## config.mk

```make
export PLATFORM = sky130hd
export DESIGN_NAME = pipe_stage_reg
export DESIGN_NICKNAME = d
export VERILOG_FILES = /design/src/rtl/pipe_stage_reg.sv
export SDC_FILE = /design/constraint.sdc
export NUM_CORES = 1
export LEC_CHECK = 0
export ABC_AREA = 1
export BUFFER_PORTS_ARGS = -buffer_cell sky130_fd_sc_hd__buf_2
export CAP_MARGIN = 20
export CORE_AREA = 2 2 102 104
export CTS_CLUSTER_DIAMETER = 200
export DETAILED_ROUTE_END_ITERATION = 10
export DIE_AREA = 0 0 104 106
export PLACE_DENSITY = 0.73
export SYNTH_ARGS = -nofsm -noshare
export SYNTH_HDL_FRONTEND = slang
export SYNTH_SLANG_ARGS = --single-unit
```

## constraint.sdc

```tcl
create_clock -name clk -period 3.4 [get_ports clk]
set_clock_uncertainty 0.05 [all_clocks]
set_input_delay 0.17 -clock clk [delete_from_list [all_inputs] [get_ports clk]]
set_output_delay 0.17 -clock clk [all_outputs]
set_load 0.02 [all_outputs]
```

## src/rtl/pipe_stage_reg.sv

```systemverilog
// Inter-stage pipeline register with valid/ready handshake, optional two-entry
// skid buffer, synchronous flush and a saturating bubble-cycle counter.
module pipe_stage_reg #(
   parameter int DATA_W = 32,
   parameter int RD_W   = 5,
   parameter int SKID   = 1,
   parameter int CNT_W  = 16
) (
   input  logic              clk,
   input  logic              reset,
   input  logic              flush,
   input  logic              in_valid,
   output logic              in_ready,
   input  logic [DATA_W-1:0] in_data,
   input  logic [RD_W-1:0]   in_rd,
   input  logic              in_regwrite,
   input  logic              in_memread,
   output logic              out_valid,
   input  logic              out_ready,
   output logic [DATA_W-1:0] out_data,
   output logic [RD_W-1:0]   out_rd,
   output logic              out_regwrite,
   output logic              out_memread,
   output logic [CNT_W-1:0]  bubble_cnt
);

   localparam int BEAT_W = DATA_W + RD_W + 2;

   // With SKID=0 the FULL state is unreachable: combinational ready blocks
   // any accept that would need a second entry.
   typedef enum logic [1:0] {StEmpty, StOne, StFull} state_e;

   state_e            state_q, state_d;
   logic              ready_q;
   logic [BEAT_W-1:0] in_beat;
   logic [BEAT_W-1:0] main_q;
   logic [BEAT_W-1:0] skid_q;
   logic [CNT_W-1:0]  bubble_q;
   logic              accept;
   logic              emit;
   logic              load_main_in;
   logic              load_main_skid;
   logic              load_skid;

   assign in_beat = {in_data, in_rd, in_regwrite, in_memread};

   // State register plus registered ready, which mirrors "state is not FULL".
   always_ff @(posedge clk or posedge reset) begin
      if (reset) begin
         state_q <= StEmpty;
         ready_q <= 1'b1;
      end else begin
         state_q <= state_d;
         ready_q <= (state_d != StFull);
      end
   end

   // Next-state and load-enable decode; flush overrides every transition.
   always_comb begin
      state_d        = state_q;
      load_main_in   = 1'b0;
      load_main_skid = 1'b0;
      load_skid      = 1'b0;
      if (flush) begin
         state_d = StEmpty;
      end else begin
         case (state_q)
            StEmpty: begin
               if (accept) begin
                  state_d      = StOne;
                  load_main_in = 1'b1;
               end
            end
            StOne: begin
               if (accept && emit) begin
                  load_main_in = 1'b1;
               end else if (accept) begin
                  state_d   = StFull;
                  load_skid = 1'b1;
               end else if (emit) begin
                  state_d = StEmpty;
               end
            end
            StFull: begin
               if (emit) begin
                  state_d        = StOne;
                  load_main_skid = 1'b1;
               end
            end
            default: state_d = StEmpty;
         endcase
      end
   end

   // Handshake and head-beat outputs; control bits gated so bubbles never write.
   always_comb begin
      out_valid    = (state_q != StEmpty);
      in_ready     = (SKID != 0) ? ready_q : (out_ready | ~out_valid);
      accept       = in_valid & in_ready;
      emit         = out_valid & out_ready;
      out_data     = main_q[BEAT_W-1 -: DATA_W];
      out_rd       = main_q[2 +: RD_W];
      out_regwrite = main_q[1] & out_valid;
      out_memread  = main_q[0] & out_valid;
      bubble_cnt   = bubble_q;
   end

   // Payload registers; contents may go stale after flush, valids do not.
   always_ff @(posedge clk or posedge reset) begin
      if (reset) begin
         main_q <= '0;
         skid_q <= '0;
      end else begin
         if (load_main_in) begin
            main_q <= in_beat;
         end else if (load_main_skid) begin
            main_q <= skid_q;
         end
         if (load_skid) begin
            skid_q <= in_beat;
         end
      end
   end

   // Saturating count of edges at which the output held no beat.
   always_ff @(posedge clk or posedge reset) begin
      if (reset) begin
         bubble_q <= '0;
      end else if (!out_valid && (bubble_q != {CNT_W{1'b1}})) begin
         bubble_q <= bubble_q + CNT_W'(1);
      end
   end

endmodule

```

==> summary.txt <==
Outcome
  – Run status: finished, final reports clean

Yosys
  – Mapped cell area: 4860 µm²
  – Area contributors post-synth: dfrtp_1, nand3_1, nand2_1
  – Sequential element share of the synthesized area: 49.9%
  – Synth top area share: 49.4%
  – Net count of the mapped netlist: 634
  – Mapped Cells: 589
  – Top cells by count, synth: nand2_1, dfrtp_1, inv_1
  – Synth unique cells: 22
  – Synthesized area per cell: 8.26 µm²
  – Post-synth EDFFs: 0
  – Post-synth top flop: dfrtp_1
  – Synth warn: 0
  – Top-count cell post-synth: nand2_1
  – Yosys top cell by area: dfrtp_1
  – Post-synthesis register bit count: 97
  – Asr flop ratio synth: 100%

Hold path
  – Hold depth: 3
  – Hold_sp: in_data[13]
  – Tightest Hold Check Type: in -> reg

Setup path
  – CP startpoint kind: flip-flop
  – Worst Setup End Kind: flip-flop
  – CP startpoint: in_ready
  – Slowest CP cell: dfstp_2
  – CP max FO: 32
  – Critical Path Sink: main_q[10]
  – Crit path kind: reg -> reg
  – Cell family with most CP delay: simple AND/OR/NAND/NOR gates
  – Reg-to-reg startpoint: in_ready
  – Arrival time worst endpoint: 2.42 ns
  – Register-to-Register Path Depth: 7
  – CP max stage delay: 0.55 ns
  – CP required: 3.58 ns
  – Buf+Inv Stages, Crit Path: 2
  – Reg2reg end: main_q[10]
  – Setup slack, reg-to-reg: 1.16 ns
  – Worst path depth: 7
  – CP cell instances: nand2_1, nor3_4, buf_4, nand2_1, buf_4, nand3_1, o211ai_1

Layout
  – Layout Utilization: 54.3%
  – Share of cells above drive strength 1: 20.6%
  – Final nets: 689
  – P&R area growth vs syn: 11.7%
  – Diode count: 0
  – Final Cell Area: 5430 µm²
  – Filler instances: 993

GRT
  – Largest net degree at the start of global routing: 57
  – GRT overflow: 0
  – Overall Global Routing Usage: 20.2%
  – Vias in the first global route: 3851
  – Antenna violations before repair: 0
  – First-pass GRT wire length: 18.2 mm

CTS
  – CTS sink cnt: 97
  – Clock Tree Root: clkbuf_8
  – CTS Buffer Depth: 2
  – TritonCTS buffer count: 9
  – H-tree depth: 3
  – CTS tree: yes
  – Clk Latency, worst-skew pair: 0.34 ns
  – Clk slew on worst S/H paths: 0.09 ns
  – Post-CTS Setup Bufs: 0

Place
  – Routability cong.: 0.870
  – IO Port Bufs: 100
  – HPWL Detailed: 7.47 mm
  – Placed inst area: 5210 µm²

Pwr
  – Leak Pwr: 2.78 nW
  – Total power: 3.27 mW
  – VDD IR max: 0.316 mV
  – Pwr Density: 601 nW/µm²

Job
  – Number of max-cap violations: 0

STA
  – Fin Setup TNS: 0 ns
  – Pins Over Slew Limit: 0
  – Period utilization: 65.8%
  – Worst Tran Pin Value: 0.842 ns
  – RSZ-0062 raised after global routing: false
  – Setup Viol. Count Final: 0
  – Relative slew slack: 43.6%
  – Max Freq: 0.447 GHz
  – Endpoints failing hold: 0
  – Min Tclk post-route: 2.24 ns

Die
  – Die area: 11000 µm²
  – Core Area: 10000 µm²
  – Starting density of the core: 48.6%
  – Die height: 106 µm
  – Rows: 37
  – Num ports: 101
  – Die W: 104 µm

Drt
  – Vias: 3912
  – Via density: 4.98
  – Post-DRT Antenna Nets: 0
  – Drt drc: 0
  – Initial drt markers: 207
  – Final WL: 10.6 mm
  – Pre-antenna DRT Iters: 4
  – DR WL/cell: 13.5 µm
==> worst reg2reg max path: stages, from the launching register on <==
cell	delay, ns
dfstp_2	0.55
nand2_1	0.13
nor3_4	0.38
buf_4	0.27
nand2_1	0.19
buf_4	0.32
nand3_1	0.14
o211ai_1	0.10
==> placed cells by master, fill, tap and decap left out, types with 7 or more instances in the layout <==
cell type,count
inv_1,95
nor2_1,22
nand2_1,112
nand3_1,85
o211ai_1,40
buf_2,100
o21ai_1,7
dfrtp_1,96
buf_4,7
o21ai_0,40
clkbuf_8,12
==> area by class of cell <==
class / count / area, µm² / share of cell area [%]
well taps: 136 / 170 / 3.13
clock buffers: 12 / 165 / 3.04
repair buffers: 111 / 608 / 11.2
multi-input cells: 329 / 1670 / 30.8
clock inverters: 4 / 26.3 / 0.484
flip-flops and latches: 97 / 2430 / 44.7
inverters: 96 / 363 / 6.68
==> routing by layer <==
layer | vias up | global-route usage (%) | routed length [µm]
met2 | 89 | 32.6 | 5000
met1 | 1838 | 27.4 | 4940
met3 | 8 | 5.21 | 562
li1 | 1977 | - | -
met5 | - | 0 | 0
met4 | 0 | 5.21 | 113
==> logic make-up after synthesis <==
| logic type | synth area share, % |
|---|---|
| simple gates | 20.7 |
| buf+inv | 16.0 |
| flops | 49.9 |
| compound gates | 11.8 |
| xor+xnor | 1.26 |
| fa+ha+maj | 0.257 |
==> stage by stage <==
stage | worst slack (ns) | hold slack (ns) | instances
3_5_place_dp | 1.08 | 0.243 | 766
4_1_cts | 1.06 | 0.00576 | 783
6_report | 1.16 | 0.0189 | 785
5_1_grt | 0.983 | 0.00125 | 785
3_3_place_gp | 1.21 | 0.236 | 766
2_1_floorplan | 0.648 | 0.253 | 589
==> registers in the layout, summed over array words and instances (netlist names) <==
register	count
in_ready	1
bubble_cnt	16
state_q	2
main_q	39
skid_q	39
==> what timing repair did <==
item                      CTS  global route
resized for setup           0             0
hold buffers                1             1
hold endpoints to repair   45             1
==> power breakdown <==
group / internal [mW] / switching, mW
clock network: 0.325 / 0.388
logic: 0.337 / 0.568
registers: 1.45 / 0.200
==> worst min path at each step <==
stage / to / slack (ns)
floorplan: skid_q[13] / 0.25
global placement: bubble_cnt[7] / 0.24
detailed placement: bubble_cnt[7] / 0.24
CTS: skid_q[20] / 0.006
global route: skid_q[20] / 0.001
finish: skid_q[20] / 0.02
Note: power is estimated with default switching activity, not from simulation.
